**src/rtl/fft_r4_16p_out_reorder.sv**
```systemverilog
// Output reorder buffer for the 16-point radix-4 FFT: collects 4 beats x 4 lanes into a
// ping-pong bank and streams the 16 bins serially in natural order with valid/ready.
module fft_r4_16p_out_reorder #(
    parameter int DATA_W = 32
) (
    input  logic              clk,
    input  logic              reset,
    input  logic              in_valid,
    input  logic              in_start,
    input  logic [DATA_W-1:0] in_real_0,
    input  logic [DATA_W-1:0] in_real_1,
    input  logic [DATA_W-1:0] in_real_2,
    input  logic [DATA_W-1:0] in_real_3,
    input  logic [DATA_W-1:0] in_im_0,
    input  logic [DATA_W-1:0] in_im_1,
    input  logic [DATA_W-1:0] in_im_2,
    input  logic [DATA_W-1:0] in_im_3,
    output logic              out_valid,
    input  logic              out_ready,
    output logic [DATA_W-1:0] out_real,
    output logic [DATA_W-1:0] out_im,
    output logic [3:0]        out_index,
    output logic              out_last,
    output logic              overflow
);

    typedef enum logic [1:0] {IDLE, FILL, DROP} wr_state_t;

    wr_state_t         wr_state;
    logic              wr_sel;
    logic              rd_sel;
    logic [1:0]        full;
    logic [1:0]        beat_cnt;
    logic [3:0]        rd_cnt;

    logic [DATA_W-1:0] bank_re [2][16];
    logic [DATA_W-1:0] bank_im [2][16];
    logic [DATA_W-1:0] lane_re [4];
    logic [DATA_W-1:0] lane_im [4];

    logic              wr_en;
    logic [1:0]        wr_beat;
    logic              frame_done;
    logic              rd_load;
    logic [3:0]        rd_addr;
    logic [1:0]        full_set;
    logic [1:0]        full_clr;

    always_comb begin
        lane_re[0] = in_real_0;
        lane_re[1] = in_real_1;
        lane_re[2] = in_real_2;
        lane_re[3] = in_real_3;
        lane_im[0] = in_im_0;
        lane_im[1] = in_im_1;
        lane_im[2] = in_im_2;
        lane_im[3] = in_im_3;
    end

    // A start beat always restarts the frame at beat 0; it is only written if its bank is free.
    always_comb begin
        wr_en   = 1'b0;
        wr_beat = '0;
        if (in_valid && in_start) begin
            wr_en = !full[wr_sel];
        end else if (in_valid && wr_state == FILL) begin
            wr_en   = 1'b1;
            wr_beat = beat_cnt;
        end
        frame_done = wr_en && (wr_beat == 2'd3);
        rd_load    = full[rd_sel] && (!out_valid || out_ready);
        rd_addr    = {rd_cnt[1:0], rd_cnt[3:2]};
        full_set   = '0;
        full_clr   = '0;
        if (frame_done)
            full_set[wr_sel] = 1'b1;
        if (rd_load && rd_cnt == 4'd15)
            full_clr[rd_sel] = 1'b1;
    end

    // Beat g, lane l carries bin 4l+g and lands at address 4g+l.
    always_ff @(posedge clk) begin
        if (wr_en) begin
            for (int unsigned l = 0; l < 4; l++) begin
                bank_re[wr_sel][{wr_beat, 2'(l)}] <= lane_re[l];
                bank_im[wr_sel][{wr_beat, 2'(l)}] <= lane_im[l];
            end
        end
    end

    always_ff @(posedge clk) begin
        if (reset) begin
            wr_state  <= IDLE;
            wr_sel    <= 1'b0;
            rd_sel    <= 1'b0;
            full      <= '0;
            beat_cnt  <= '0;
            rd_cnt    <= '0;
            out_valid <= 1'b0;
            out_real  <= '0;
            out_im    <= '0;
            out_index <= '0;
            out_last  <= 1'b0;
            overflow  <= 1'b0;
        end else begin
            full <= (full | full_set) & ~full_clr;

            if (in_valid && in_start) begin
                if (full[wr_sel]) begin
                    overflow <= 1'b1;
                    wr_state <= DROP;
                    beat_cnt <= '0;
                end else begin
                    wr_state <= FILL;
                    beat_cnt <= 2'd1;
                end
            end else if (in_valid && wr_state == FILL) begin
                beat_cnt <= beat_cnt + 2'd1;
                if (beat_cnt == 2'd3) begin
                    wr_state <= IDLE;
                    wr_sel   <= ~wr_sel;
                end
            end

            if (rd_load) begin
                out_valid <= 1'b1;
                out_real  <= bank_re[rd_sel][rd_addr];
                out_im    <= bank_im[rd_sel][rd_addr];
                out_index <= rd_cnt;
                out_last  <= (rd_cnt == 4'd15);
                rd_cnt    <= rd_cnt + 4'd1;
                if (rd_cnt == 4'd15)
                    rd_sel <= ~rd_sel;
            end else if (out_ready) begin
                out_valid <= 1'b0;
            end
        end
    end

endmodule

```
**config.mk**
```make
export PLATFORM = sky130hd
export DESIGN_NAME = fft_r4_16p_out_reorder
export DESIGN_NICKNAME = d
export VERILOG_FILES = /design/src/rtl/fft_r4_16p_out_reorder.sv
export SDC_FILE = /design/constraint.sdc
export NUM_CORES = 2
export LEC_CHECK = 0
export CAP_MARGIN = 20
export CORE_ASPECT_RATIO = 0.8
export CORE_UTILIZATION = 47
export CTS_CLUSTER_DIAMETER = 80
export DETAILED_ROUTE_END_ITERATION = 8
export SLEW_MARGIN = 20
export SYNTH_ARGS = -nofsm -noshare
export SYNTH_HDL_FRONTEND = slang
export SYNTH_SLANG_ARGS = --single-unit
```
**constraint.sdc**
```tcl
create_clock -name clk -period 57 [get_ports clk]
set_input_delay 5.7 -clock clk [delete_from_list [all_inputs] [get_ports clk]]
set_output_delay 5.7 -clock clk [all_outputs]
set_load 0.02 [all_outputs]
```
==> run_results.csv <==
group,metric,value,unit
worst_setup_path,crit_path_max_incr_delay,900,ps
logic_synthesis,synth.net_count,5237,
routing,wirelength,226,mm
worst_setup_path,crit_path_cell_trace,"clkdlybuf4s50_1, nand3b_1, a211o_1, a21oi_4, buf_4, buf_4, buf_4, mux2_2",
placed_design,dp_hpwl,123,mm
worst_setup_path,critPathLaunch,"in_valid",
power_and_ir_drop,leakage,0.0315,uW
logic_synthesis,synth_edf_count,2048,
run,cap_violations,0,
grt,grt_max_degree,162,
layout,syn_to_final_growth,13.4,%
logic_synthesis,synthArstFlopShare,0,%
floorplan,io-pin-count,332,
floorplan,num_rows,144,
worst_setup_path,slowest_stage,"buf_4",
timing,hold_viol,0,
logic_synthesis,synth_area_per_cell,18.3,sq um
worst_setup_path,crit_top_cell,"buf_4",
placed_design,place_congestion,0.721,
clocking,max-clock-path-buffers,3,
worst_setup_path,critical-path-top-delay-family,"buffers and inverters",
floorplan,dieWidth,495,um
logic_synthesis,synth_ff_type,"edfxtp_1",
logic_synthesis,syn_inst,4972,
floorplan,dieArea,196000,sq um
logic_synthesis,ys_warn_count,0,
worst_hold_path,hold_class,"reg -> reg",
layout,fin_area,103000,sq um
clocking,clock-sinks,2132,
routing,antenna_left,0,
logic_synthesis,seq_area_frac_synth,69.3,%
clocking,clkSlewWorstSetupHoldPaths,60,ps
timing,skew,34.8,ps
placed_design,dp_cells,7556,
timing,fin_crit_sh,16.6,%
clocking,ctsRootBufferMaster,"clkbuf_16",
routing,drc,0,
layout,drive_gt1_share,30.1,%
logic_synthesis,ys_types,39,
layout,nFillCells,15100,
routing,first_pass_iters,5,
timing,rsz0062_at_grt,"false",
timing,whs,496,ps
clocking,cts_setup_buffers,0,
placed_design,placed_area,96600,sq um
clocking,clk-insertion-delay-late,840,ps
grt,grt_pass1_wl,331,mm
timing,worst_pin_slew,1300,ps
clocking,holdBufCountCts,0,
timing,setup-tns-final,0,ps
layout,nets,5480,
grt,gr-total-overflow,0,
routing,vias_per_cell,5.97,
logic_synthesis,yosys_register_bits,2132,
floorplan,core-area,193000,sq um
placed_design,port_buffers,331,
grt,antenna_found_initial,24,
timing,slew_violations,0,
timing,maxSlewHeadroom,13.6,%
floorplan,start_util,47.4,%
grt,grt_pass1_vias,49006,
worst_setup_path,ff2ff_setup_slack,51830,ps
clocking,cts_tree,"built",
logic_synthesis,syn_area,91200,sq um
routing,route.vias.total,47527,
power_and_ir_drop,powerDensity,31.0,nW/um^2
clocking,cts_made_buffers,210,
worst_setup_path,endpoint,"bank_re[0][470]",
timing,final-setup-viol-count,0,
worst_setup_path,critPathCaptureType,"register",
routing,wl_per_cell,28.3,um
worst_setup_path,path_depth,8,
run_status,status,"finished clean",
clocking,cts-resized-gates,0,
timing,timing.fmax,0.106,GHz
routing,drt_iter0_drc,4511,
worst_setup_path,ff2ff_path_depth,8,
layout,finalNonFillerCells,7959,
floorplan,die_h,396,um
worst_setup_path,worstPathRequired,57560,ps
timing,finalCriticalPeriod,9450,ps
worst_setup_path,path_buf_inv,4,
grt,track_usage,23.0,%
worst_setup_path,worstPathArrival,10010,ps
worst_setup_path,start_kind,"primary input",
worst_setup_path,r2r_end,"out_im[5]",
power_and_ir_drop,irDropWorstVdd,24.9,uV
worst_setup_path,critPathKind,"in -> reg",
worst_setup_path,cp_max_fo,57,
clocking,htreeDepth,4,
==> metal layers <==
metal / vias to the layer above / track usage, % / wire length, um
met3: 294 / 3.25 / 13400
li1: 20546 / - / -
met2: 1434 / 37.3 / 108000
met1: 25249 / 32.9 / 99300
met4: 4 / 5.49 / 4530
met5: - / 0 / 29
==> final cells by class <==
cell class	instances	area (sq um)	share of cell area [%]
sequential	2132	63200	61.1
multi-input combinational	2450	26100	25.2
clock buffer	320	6080	5.88
timing repair buffer	416	4180	4.04
tap	2555	3200	3.09
clock inverter	71	667	0.645
antenna	10	25.0	0.0242
inverter	5	21.3	0.0206
==> power by group <==
group | switching (uW) | internal [uW] | leakage, uW
clock network | 592 | 764 | 0.00330
registers | 3.29 | 1740 | 0.0192
logic | 65.6 | 50.4 | 0.00900
==> stage by stage <==
stage | utilization (%) | power (uW) | worst slack, ps
2_1_floorplan | - | 1840 | 25480
3_3_place_gp | 50.1 | 1890 | 46740
3_5_place_dp | 50.2 | 1890 | 46740
4_1_cts | 53.7 | 3240 | 47630
5_1_grt | 53.7 | 3300 | 47470
6_report | 53.7 | 3210 | 47550
==> cell families (layout without fill, tap and decap cells) <==
| logic type | count (synthesis) | after routing | share of synthesized area (%) |
|---|---|---|---|
| buffers and inverters | 390 | 812 | 2.25 |
| DFF | 2132 | 2132 | 69.3 |
| AOI/OAI and AO/OA | 398 | 398 | 3.87 |
| other | 0 | 10 | 0 |
| and+or+nand+nor | 629 | 629 | 2.66 |
| xor gates and xnor gates | 5 | 5 | 0.0480 |
| adders and majority gates | 4 | 4 | 0.0549 |
| muxes | 1414 | 1414 | 21.8 |
==> worst reg2reg max path, stage by stage, from the launching register on <==
cell and delay (ps):
dfxtp_4 710, buf_4 550, buf_4 900, buf_12 560, buf_4 1020, mux4_2 620
mux2_2 270, a22oi_1 240, a221oi_2 100
==> placed cells by master (no fill, tap or decap), types with 5 or more instances in the layout <==
cell type | netlist | routed
edfxtp_1 | 2048 | 2048
mux2_2 | 769 | 768
nand2_1 | 518 | 518
mux4_2 | 384 | 384
clkdlybuf4s50_1 | 0 | 330
mux2i_1 | 261 | 261
clkbuf_16 | 0 | 213
a22oi_1 | 192 | 192
nor2_1 | 87 | 82
dfxtp_1 | 84 | 80
clkbuf_1 | 157 | 72
buf_4 | 42 | 69
a21boi_0 | 64 | 64
a311oi_1 | 64 | 64
a221oi_2 | 64 | 64
clkbuf_8 | 0 | 35
clkinv_2 | 0 | 28
clkinv_1 | 0 | 21
buf_12 | 1 | 13
diode_2 | 0 | 10
a21oi_1 | 6 | 6
bufinv_16 | 0 | 6
nor2_4 | 0 | 5
==> state kept, by name (all words and copies together) (netlist names), 4 cells and up, named ones only <==
register   cells
out_im        32
bank_im     1024
out_index      4
out_real      32
bank_re     1024
rd_cnt         4
==> worst min-delay path by stage <==
stage	endpoint	startpoint	depth (start not counted)
after floorplan	wr_state[0]	wr_state[0]	2
after global placement	wr_state[0]	wr_state[0]	2
after detailed placement	wr_state[0]	wr_state[0]	2
after CTS	wr_state[0]	wr_state[0]	2
after global routing	out_index[2]	out_index[2]	2
final	wr_state[0]	wr_state[0]	2
==> synth_stat cells (3+ instances only) <==
cell | n | area (sq um)
a21boi_0 | 64 | 480
a21oi_1 | 6 | 30.0
a221oi_2 | 64 | 961
a22oi_1 | 192 | 1440
a311oi_1 | 64 | 561
and2_1 | 4 | 25.0
buf_1 | 73 | 274
buf_2 | 75 | 375
buf_4 | 42 | 315
buf_6 | 25 | 282
buf_8 | 12 | 180
clkbuf_1 | 157 | 589
dfxtp_1 | 84 | 1680
edfxtp_1 | 2048 | 61500
ha_1 | 4 | 50.1
inv_1 | 5 | 18.8
mux2_2 | 769 | 8660
mux2i_1 | 261 | 2610
mux4_2 | 384 | 8650
nand2_1 | 518 | 1940
nand3_1 | 3 | 15.0
nand3b_1 | 3 | 22.5
nor2_1 | 87 | 327
nor2b_1 | 3 | 18.8
nor3_1 | 3 | 15.0
xnor2_1 | 3 | 26.3
Note: power is estimated with default switching activity, not from simulation.
